File: config.mk
export PLATFORM = sky130hd
export DESIGN_NAME = shift_add_mul
export DESIGN_NICKNAME = d
export VERILOG_FILES = /design/src/rtl/shift_add_mul.sv
export SDC_FILE = /design/constraint.sdc
export NUM_CORES = 1
export LEC_CHECK = 0
export ABC_AREA = 1
export BUFFER_PORTS_ARGS = -buffer_cell sky130_fd_sc_hd__buf_4
export CORE_MARGIN = 2
export CORE_UTILIZATION = 56
export CTS_BUF_LIST = sky130_fd_sc_hd__clkbuf_4
export CTS_CLUSTER_SIZE = 20
export DETAILED_ROUTE_END_ITERATION = 8
export MAX_ROUTING_LAYER = met4
export PLACE_DENSITY = 0.74
export SYNTH_ARGS = -nofsm -noshare
export SYNTH_HDL_FRONTEND = slang
export SYNTH_SLANG_ARGS = --single-unit
File: constraint.sdc
create_clock -name clk -period 6.7 [get_ports clk]
set_clock_uncertainty 0.2 [all_clocks]
set_input_delay 0.335 -clock clk [delete_from_list [all_inputs] [get_ports clk]]
set_output_delay 0.335 -clock clk [all_outputs]
set_load 0.01 [all_outputs]
File: src/rtl/shift_add_mul.sv
// shift_add_mul: sequential shift-and-add multiplier, unsigned or two's-complement signed
module shift_add_mul #(
  parameter int W = 4,
  localparam int CW = $clog2(W + 1)
) (
  input  logic            clk,
  input  logic            rst,
  input  logic            ld,
  input  logic            sgn,
  input  logic [W-1:0]    a,
  input  logic [W-1:0]    b,
  output logic [2*W-1:0]  y,
  output logic            busy,
  output logic            done,
  output logic [CW-1:0]   q
);
  typedef enum logic [1:0] {IDLE, CALC, DONE} state_t;
  state_t state, state_n;
  logic [2*W-1:0] ra, acc, acc_n;
  logic [W-1:0] rb, ma, mb;
  logic neg, start, last;
  // Next state, operand magnitudes and the next accumulator value
  always_comb begin
    start = ld && state != CALC;
    last = q == CW'(W - 1);
    state_n = start ? CALC : (state == CALC && last) ? DONE : state;
    ma = sgn && a[W-1] ? -a : a;
    mb = sgn && b[W-1] ? -b : b;
    acc_n = rb[0] ? acc + ra : acc;
  end
  // State register
  always_ff @(posedge clk or negedge rst)
    if (!rst) state <= IDLE;
    else state <= state_n;
  // Datapath and registered outputs; the sign is applied once, after the last add
  always_ff @(posedge clk or negedge rst)
    if (!rst) begin
      ra <= '0;
      rb <= '0;
      acc <= '0;
      neg <= 1'b0;
      y <= '0;
      q <= '0;
      busy <= 1'b0;
      done <= 1'b0;
    end else if (start) begin
      ra <= {{W{1'b0}}, ma};
      rb <= mb;
      neg <= sgn & (a[W-1] ^ b[W-1]);
      acc <= '0;
      y <= '0;
      q <= '0;
      busy <= 1'b1;
      done <= 1'b0;
    end else if (state == CALC) begin
      acc <= acc_n;
      ra <= ra << 1;
      rb <= rb >> 1;
      q <= q + 1'b1;
      if (last) begin
        y <= neg ? -acc_n : acc_n;
        busy <= 1'b0;
        done <= 1'b1;
      end
    end
endmodule
## Word-level counts from Yosys, hierarchy flattened

Cells that the tools add are included.
Widths: inputs -> output; s select.

- Logic and storage cells: 50
- Input bits: 12
- Register bits: 36
- Output and inout bits: 13

- Add/subtract/negate cells: 5
- Equality and inequality tests: 3
- Bitwise gates (word level): 2
- Reduce and logical (&&, ||, !) cells: 8
- Muxes and demuxes: 23

Operators by type and width:

| operator | count |
|---|---|
| $mux 8 | 9 |
| $mux 4 | 4 |
| $add 8x8->8 | 1 |
| $neg 4->4 | 2 |
| $neg 8->8 | 1 |
| $mux 1 | 6 |
| $mux 3 | 2 |
| $reduce_bool 2->1 | 3 |
| $logic_and 1x1->1 | 4 |
| $mux 2 | 2 |
| $add 3x1->3 const B | 1 |
| $eq 3x2->1 const B | 1 |
| $eq 2x1->1 const B | 1 |
| $ne 2x1->1 const B | 1 |
| $reduce_and 2->1 | 1 |
| $and 1x1->1 | 1 |
| $xor 1x1->1 | 1 |

## Longest topological paths before layout

Gate-level depths: netlist (run 1).

- Depth after elaboration: 7
- Mapped depth: 14

## Worst setup path before layout (run 1)

OpenSTA, ideal clock, no wires.

- Path kind: register -> register
- Start point: register ra[0]
- End point: register y[6]
- Arrival time: 1987 ps
- Setup slack: 4395 ps
- Buffers on the path: 0
- Library setup time: 118 ps
- Cell stages (with the launch flop): 14
- Clock period less this slack: 2305 ps
- Required time: 6382 ps
- Cell sequence: dfrtp_1 > ha_1 > fa_1 > o21ai_2 > ha_1 > inv_1 > nor2_1 > nand3_1 > nor2_1 > nand2_1 > nand2_1 > nand2_1 > nand3_1 > nand2_1

- Longest elaborated chain between the ends: 7

RTL lines:

| element | line | RTL |
|---|---|---|
| start, declared | 19 | `logic [2*W-1:0] ra, acc, acc_n;` |
| start signal, assigned | 47 | `ra <= {{W{1'b0}}, ma};` |
| start signal, assigned | 57 | `ra <= ra << 1;` |
| $add 8x8->8 * | 29 | `acc_n = rb[0] ? acc + ra : acc;` |
| $mux 8 * | 29 |  |
| $neg 8->8 | 61 | `y <= neg ? -acc_n : acc_n;` |
| $mux 8 * | 61 |  |
| $mux 8 * | 60 | `if (last) begin` |
| $mux 8 * | 55 | `end else if (state == CALC) begin` |
| $mux 8 * | 46 | `end else if (start) begin` |
| end signal, assigned | 61 |  |
| end, declared | 12 | `output logic [2*W-1:0] y,` |

Mark *: on every way between the ends. The rest lies on a longest branch, timed or not. The select of a mux whose other input is x is not followed.
A chain may end at the register's enable or synchronous reset.

## Worst setup path after layout (run 1)

Ends and elaborated chain as after synthesis.

==> results of run 1 <==
## sequential cells by signal, summed over array words and instances (netlist names)
signal,cells
acc,8
ra,8
y,8
rb,4
q,3
busy,1
neg,1
state,1
## area by class of cell
| type | count | area [sq um] |
|---|---|---|
| clock inverter | 2 | 10.0 |
| inverter | 44 | 170 |
| fill | 349 | 1260 |
| clock buffer | 5 | 37.5 |
| multi-input combinational | 180 | 1020 |
| tap | 48 | 60.1 |
| sequential | 34 | 851 |
| timing repair buffer | 25 | 190 |
## layout by cell type, fill, tap and decap left out, types with 3 or more instances in the layout
cell,n
nand2_1,67
inv_1,38
dfrtp_1,34
buf_4,24
nand3_1,16
o21ai_0,15
nor2_1,12
ha_1,12
o22ai_1,11
a21oi_1,10
inv_2,5
clkbuf_4,5
nand2_2,4
o221ai_1,4
xor2_1,3
a22o_1,3
nand3b_1,3
nor3_1,3
## what timing repair did
action / in CTS / in global routing
endpoints found under the setup margin: 0 / 0
hold buffers: 1 / 0
gates resized for setup: 0 / 0
setup buffers: 0 / 0
hold endpoints to repair: 34 / 0
## path summary, 6_finish.rpt
kind / from / endpoint / slack, ns / cells past startpoint
max: ra[0] / y[6] / 4.25 / 13
min: ld / state[1] / 0.04 / 2
max reg2reg: ra[0] / y[6] / 4.25 / 13
min reg2reg: y[7] / y[7] / 0.30 / 2
max in group asynchronous: rst / ra[2] / 5.71 / 2
min in group asynchronous: rst / acc[5] / 0.28 / 2
## routing by layer
metal | track usage | part of all wire | up-vias
li1 | - | - | 920
met1 | 0.299 | 0.46 | 802
met2 | 0.397 | 0.48 | 45
met3 | 0.0382 | 0.042 | 5
met4 | 0.0745 | 0.012 | 0
met5 | - | 0 | -
## through the flow
stage | instances | util | power, mW
after floorplan | 262 | - | 0.852
after CTS | 338 | 0.649 | 1.13
after global placement | 330 | 0.633 | 1.01
after detailed placement | 330 | 0.633 | 1.02
final | 338 | 0.649 | 1.12
after global routing | 338 | 0.649 | 1.24
## kinds of logic (layout without fill, tap and decap cells)
kind of cell / after synthesis / count (layout) / share of synthesized area
DFF: 34 / 34 / 0.411
and+or+nand+nor: 113 / 113 / 0.243
adders and majority gates: 13 / 13 / 0.0823
AOI/OAI and AO/OA: 49 / 49 / 0.148
buffers and inverters: 48 / 76 / 0.0944
xor gates and xnor gates: 5 / 5 / 0.0212
## power by group through the flow
stage	Combinational, mW	Clock, mW	Sequential [mW]
after floorplan	0.495	0	0.357
after global placement	0.644	0	0.364
after detailed placement	0.657	0	0.366
after CTS	0.658	0.109	0.363
after global routing	0.752	0.116	0.372
final	0.655	0.108	0.362
==> impl_metrics.env, run 1 <==
export IMPL_timing_final_crit_share=0.365
export IMPL_min_period_ns=2.45
export IMPL_fin_hold_ws_ns=0.0368
export IMPL_worstPathMaxFanout=4
export IMPL_critPathSlowestCell="fa_1"
export IMPL_core_sq_um=3610
export IMPL_worst_slack_ns=4.25
export IMPL_io_buffers=24
export IMPL_grt_pass1_vias=1664
export IMPL_power_frac_seq=0.322
export IMPL_swShare=0.475
export IMPL_finalSetupViolCount=0
export IMPL_grt_util_all_layers=0.238
export IMPL_combPwrFrac=0.582
export IMPL_ioPinCount=25
export IMPL_cp_arrival_ns=2.48
export IMPL_synth_top_cell_area_share=0.411
export IMPL_cp_num_buf_inv=1
export IMPL_initial_utilization=0.574
export IMPL_drtIter0Drc=104
export IMPL_worst_pin_slew_ns=0.484
export IMPL_wirelength_microns=4330
export IMPL_seq_area_frac_synth=0.411
export IMPL_synth_top_cells_by_count="nand2_1, inv_1, dfrtp_1"
export IMPL_gr_total_overflow=0
export IMPL_ys_ff_latch=34
export IMPL_dr_pass1_iters=4
export IMPL_synth_warnings=0
export IMPL_power_frac_clock=0.096
export IMPL_post_drt_via_cell_ratio=5.24
export IMPL_postRouteAntennaNets=0
export IMPL_synth_largest_area_cell="dfrtp_1"
export IMPL_ys_flop_type="dfrtp_1"
export IMPL_clock_latency_ns=0.33
export IMPL_numCtsBuffers=5
export IMPL_final_area_sq_um=2340
export IMPL_rsz0062_at_grt="no"
export IMPL_htree_levels=2
export IMPL_netSwitchingPower_mw=0.534
export IMPL_cp_start_kind="register"
export IMPL_drv_slew=0
export IMPL_cts_tree="built"
export IMPL_synth_area_sq_um=2070
export IMPL_critPathKind="reg -> reg"
export IMPL_pre_cts_ws_ns=4.26
export IMPL_place_area_sq_um=2280
export IMPL_placementRows=22
export IMPL_crit_path_frequent_cell="nand2_1"
export IMPL_required_ns=6.73
export IMPL_yosysUniqueCellTypes=32
export IMPL_slew_headroom=0.677
export IMPL_hold_class="in -> reg"
export IMPL_outcome="complete, no violations"
export IMPL_cts_root_buf="clkbuf_4"
export IMPL_antenna_found_initial=0
export IMPL_die_w_microns=64.8
export IMPL_nNetsFinal=315
export IMPL_dieHeight_microns=64.8
export IMPL_clk_pin_slew_ns=0.10
export IMPL_crit_path_end_kind="register"
export IMPL_yosysMostFrequentCell="nand2_1"
export IMPL_p_int_mw=0.590
export IMPL_leakagePower_nw=1.23
export IMPL_diodes=0
export IMPL_gp_congestion=0.890
export IMPL_hpwl_microns=3230
export IMPL_ir_drop_uv=352
export IMPL_syn_area_per_cell_sq_um=7.89
export IMPL_async_flop_share=1.00
export IMPL_cts_sinks=34
export IMPL_drv_cap=0
export IMPL_grt_pass1_wl_microns=7480
export IMPL_syn_instance_count=262
export IMPL_max_stage_delay_ns=0.45
export IMPL_syn_to_final_growth_pct=13.2
export IMPL_cp_top_family="adder cells"
export IMPL_hold_viol_final=0
export IMPL_clockBufferDepth=2
export IMPL_crit_chain="ha_1 -> fa_1 -> o21ai_2 -> ha_1 -> inv_1 -> nor2_1 -> nand3_1 -> nor2_1 -> nand2_1 -> nand2_1 -> nand2_1 -> nand3_1 -> nand2_1"
export IMPL_wl_per_cell_microns=12.8
export IMPL_p_per_area_nw_per_um2=480
export IMPL_synth_edff_count=0
export IMPL_tns_ns=0
export IMPL_drive_gt1_frac=0.166
export IMPL_fmax_ghz=0.409
export IMPL_dieArea_sq_um=4200
export IMPL_grt_max_degree=35
export IMPL_synthesis_nets=287
export IMPL_drc=0
export IMPL_synth_area_leaders="dfrtp_1, nand2_1, ha_1"
export IMPL_vias=1772
Power figures use the tool's default switching activity.
==> inputs of run 2 (changes only) <==
CORE_UTILIZATION = 54   (was 56)
PLACE_DENSITY = 0.75   (was 0.74)
clock period = 2.2 ns   (was 6.7 ns; I/O delays follow)
==> impl_metrics.env, run 2 (same netlist as run 1, synthesis figures left out) <==
export IMPL_r2r_start="ra[0]"
export IMPL_required_ns=2.29
export IMPL_max_stage_delay_ns=0.47
export IMPL_mostFrequentLayoutCell="nand2_1"
export IMPL_dp_cells=343
export IMPL_drv_slew=0
export IMPL_finalSetupViolCount=6
export IMPL_outcome="finished with violations"
export IMPL_hold_class="in -> async"
export IMPL_dieArea_sq_um=4340
export IMPL_cp_arrival_ns=2.51
export IMPL_rsz0062_at_grt="yes"
export IMPL_numCtsBuffers=5
export IMPL_gr_total_overflow=0
export IMPL_cp_startpoint="ra[0]"
export IMPL_fmax_ghz=0.413
export IMPL_worst_pin_slew_ns=0.462
export IMPL_die_w_microns=65.9
export IMPL_grt_util_all_layers=0.273
export IMPL_io_buffers=24
export IMPL_syn_to_final_growth_pct=30.1
export IMPL_placementRows=22
export IMPL_clock_latency_ns=0.34
export IMPL_cp_num_buf_inv=3
export IMPL_grt_pass1_vias=1908
export IMPL_grt_max_degree=35
export IMPL_initial_utilization=0.565
export IMPL_antenna_found_initial=0
export IMPL_dieHeight_microns=65.9
export IMPL_critPathSlowestCell="fa_1"
export IMPL_worst_slack_ns=-0.219
export IMPL_drtIter0Drc=139
export IMPL_cts_root_buf="clkbuf_4"
export IMPL_nNetsFinal=346
export IMPL_timing_final_crit_share=1.10
export IMPL_drv_cap=0
export IMPL_place_area_sq_um=2390
export IMPL_htree_levels=2
export IMPL_diodes=0
export IMPL_reg_top3="acc: 8 flops, ra: 8 flops, y: 8 flops"
export IMPL_hold_viol_final=0
export IMPL_pre_cts_ws_ns=-0.142
export IMPL_layoutNonFillerInstCount=370
export IMPL_wl_per_cell_microns=13.6
export IMPL_ioPinCount=25
export IMPL_cts_sinks=34
export IMPL_vias=1994
export IMPL_cp_top_family="adder cells"
export IMPL_postRouteAntennaNets=0
export IMPL_ir_drop_uv=847
export IMPL_crit_path_frequent_cell="buf_4"
export IMPL_dr_pass1_iters=4
export IMPL_crit_chain="ha_2 -> fa_1 -> o21ai_2 -> buf_4 -> nand2_4 -> nor2_4 -> buf_4 -> buf_6 -> nor2_2 -> xnor2_1 -> a22o_1"
export IMPL_hpwl_microns=3490
export IMPL_cts_tree="built"
export IMPL_critPathKind="reg -> reg"
export IMPL_violations="negative setup slack"
export IMPL_leakagePower_nw=1.39
export IMPL_slew_headroom=0.692
export IMPL_final_cell_mix="nand2_1, buf_4, inv_1"
export IMPL_min_period_ns=2.42
export IMPL_wirelength_microns=5040
export IMPL_clk_pin_slew_ns=0.11
export IMPL_drive_gt1_frac=0.236
export IMPL_p_per_area_nw_per_um2=1510
export IMPL_drc=0
export IMPL_gp_congestion=0.969
export IMPL_worstPathMaxFanout=3
export IMPL_cp_start_kind="register"
export IMPL_finalCoreUtilization=0.735
export IMPL_core_sq_um=3660
export IMPL_post_drt_via_cell_ratio=5.39
export IMPL_clockBufferDepth=2
export IMPL_final_area_sq_um=2690
export IMPL_tns_ns=-0.963
export IMPL_grt_pass1_wl_microns=8640
export IMPL_n_fill_cell=281
export IMPL_crit_path_end_kind="register"
-- run 2: cell count changes in the layout (fill, tap and decap cells not counted), moves of 3 or more --
cell           before  now
nor2_1             12    9
dlygate4sd3_1       1   15
buf_4              24   40
ha_1               12    9
ha_2                0    3
-- run 2: power by group --
part	switching [mW]	leakage, nW	internal [mW]
combinational	1.42	0.908	1.10
clock	0.214	0.0463	0.266
sequential	0.187	0.437	0.888
-- run 2: timing repair --
| item | CTS | global route |
|---|---|---|
| hold buffers | 15 | 0 |
| buffers inserted | 1 | 3 |
| setup endpoints to repair | 5 | 8 |
| pin swaps | 2 | 9 |
| gates resized for setup | 2 | 12 |
| hold endpoints to repair | 52 | 0 |
-- run 2: layout make-up --
| class | count | area, sq um | area share |
|---|---|---|---|
| flip-flops and latches | 34 | 851 | 0.316 |
| clock inverters | 1 | 30.0 | 0.0112 |
| multi-input cells | 180 | 1070 | 0.396 |
| repair buffers | 56 | 462 | 0.172 |
| inverters | 44 | 170 | 0.0632 |
| well taps | 48 | 60.1 | 0.0223 |
| clock buffers | 7 | 52.6 | 0.0195 |
-- run 2: per-stage QoR --
stage	hold slack (ns)	total power, mW
finish	0.0408	4.07
global route	0.0857	4.42
CTS	0.0398	3.88
detailed placement	-0.119	3.33
global placement	-0.118	3.28
floorplan	-0.386	2.60
-- run 2: metal layers --
layer  GRT usage  wire, microns  vias up
li1            -              -      982
met3      0.0579            206       12
met4       0.107            127        0
met1       0.308           2110      938
met2       0.473           2600       62
met5           -              0        -
-- run 2: final timing paths --
kind | endpoint | slack [ns] | cells after the start
max in group asynchronous | state[1] | 1.44 | 2
min in group clk | y[7] | 0.30 | 2
min | q[0] | 0.04 | 2
max reg2reg | y[3] | -0.22 | 11
min reg2reg | y[7] | 0.30 | 2
max | y[3] | -0.22 | 11
==> inputs of run 3 (changes only) <==
clock period = 2.1 ns   (was 2.2 ns; I/O delays follow)
==> impl_metrics.env, run 3 (same netlist as run 1, synthesis figures left out) <==
export IMPL_hpwl_microns=3460
export IMPL_cts_root_buf="clkbuf_4"
export IMPL_mostFrequentLayoutCell="nand2_1"
export IMPL_r2r_start="acc[0]"
export IMPL_grt_max_degree=35
export IMPL_final_area_sq_um=2640
export IMPL_drc=0
export IMPL_critPathKind="reg -> reg"
export IMPL_violations="negative setup slack"
export IMPL_cp_arrival_ns=2.32
export IMPL_dieArea_sq_um=4340
export IMPL_cp_start_kind="register"
export IMPL_wl_per_cell_microns=12.9
export IMPL_seq_area_sq_um=851
export IMPL_cts_sinks=34
export IMPL_drv_slew=0
export IMPL_postRouteAntennaNets=0
export IMPL_worstPathMaxFanout=3
export IMPL_hold_viol_final=0
export IMPL_initial_utilization=0.565
export IMPL_n_fill_cell=295
export IMPL_min_period_ns=2.29
export IMPL_fin_hold_ws_ns=0.0590
export IMPL_worst_pin_slew_ns=0.500
export IMPL_wirelength_microns=4760
export IMPL_antenna_found_initial=0
export IMPL_required_ns=2.13
export IMPL_hold_class="in -> async"
export IMPL_diodes=0
export IMPL_cp_startpoint="acc[0]"
export IMPL_clockBufferDepth=2
export IMPL_drive_gt1_frac=0.234
export IMPL_leakagePower_nw=1.36
export IMPL_cts_tree="built"
export IMPL_grt_pass1_wl_microns=7950
export IMPL_clock_latency_ns=0.33
export IMPL_numCtsBuffers=5
export IMPL_ir_drop_uv=962
export IMPL_post_drt_via_cell_ratio=5.15
export IMPL_grt_util_all_layers=0.250
export IMPL_clk_pin_slew_ns=0.10
export IMPL_crit_path_end_kind="register"
export IMPL_rsz0062_at_grt="yes"
export IMPL_slew_headroom=0.667
export IMPL_core_sq_um=3660
export IMPL_dieHeight_microns=65.9
export IMPL_finalCoreUtilization=0.721
export IMPL_final_cell_mix="nand2_1, buf_4, inv_1"
export IMPL_multi_input_comb_area_sq_um=1070
export IMPL_io_buffers=24
export IMPL_reg_top3="acc: 8 flops, ra: 8 flops, y: 8 flops"
export IMPL_reg2reg_depth=13
export IMPL_gr_total_overflow=0
export IMPL_syn_to_final_growth_pct=27.7
export IMPL_finalSetupViolCount=5
export IMPL_vias=1895
export IMPL_fmax_ghz=0.436
export IMPL_placementRows=22
export IMPL_gp_congestion=0.854
export IMPL_outcome="finished with violations"
export IMPL_htree_levels=2
export IMPL_place_area_sq_um=2400
export IMPL_worst_slack_ns=-0.191
export IMPL_nNetsFinal=344
export IMPL_die_w_microns=65.9
export IMPL_drtIter0Drc=85
export IMPL_ioPinCount=25
export IMPL_grt_pass1_vias=1847
export IMPL_timing_final_crit_share=1.09
export IMPL_p_per_area_nw_per_um2=1510
export IMPL_drv_cap=0
export IMPL_dr_pass1_iters=4
## run 3: metrics by stage
step                total power [mW]  TNS [ns]  std cells  setup WS [ns]
finish                          3.98    -0.460        368         -0.191
global route                    4.34     -1.25        368         -0.349
CTS                             3.91    -0.503        368         -0.186
detailed placement              3.48    -0.582        343         -0.193
global placement                3.44    -0.376        343         -0.155
floorplan                       2.75    -0.161        262         -0.107
## run 3: path summary, 6_finish.rpt
path | end | slack, ns
min in group clk | rb[0] | 0.30
hold / removal | y[7] | 0.06
max in group asynchronous | rb[1] | 1.34
setup / recovery | y[6] | -0.19
hold reg to reg | rb[0] | 0.30
setup reg to reg | y[6] | -0.19
## run 3: power breakdown
group / switching [mW] / total (mW) / internal, mW
registers: 0.207 / 1.14 / 0.931
clock network: 0.215 / 0.334 / 0.119
logic: 1.42 / 2.51 / 1.09
## run 3: worst max-delay path, cell delays in order (launching register included)
cell and delay, ns:
dfrtp_1 0.40, ha_2 0.20, fa_2 0.43, o21ai_4 0.16, ha_2 0.20, inv_2 0.04, nor2_4 0.09, nand3_2 0.09
nor2_1 0.09, nand2_1 0.07, nand2_1 0.06, nand2_1 0.05, nand3_1 0.06, nand2_1 0.05
## run 3: per-layer routing
metal	vias up	GRT usage	part of all wire
met3	10	0.0511	0.022
met2	26	0.434	0.50
met4	0	0.0833	0.020
li1	977	-	-
met1	882	0.287	0.46
met5	-	-	0
## run 3: cell type report
| type | instances | share of cell area |
|---|---|---|
| Clock buffer | 5 | 0.0142 |
| Clock inverter | 3 | 0.00426 |
| Inverter | 44 | 0.0644 |
| Multi-Input combinational cell | 180 | 0.405 |
| Sequential cell | 34 | 0.322 |
| Tap cell | 48 | 0.0227 |
| Timing Repair Buffer | 54 | 0.167 |
## run 3: what timing repair did
action / in CTS / in global routing
gates resized for setup: 2 / 11
cloned: 0 / 0
hold buffers: 14 / 0
pin swaps: 3 / 4
setup endpoints to repair: 6 / 9
buffers inserted: 3 / 0
hold endpoints to repair: 50 / 0
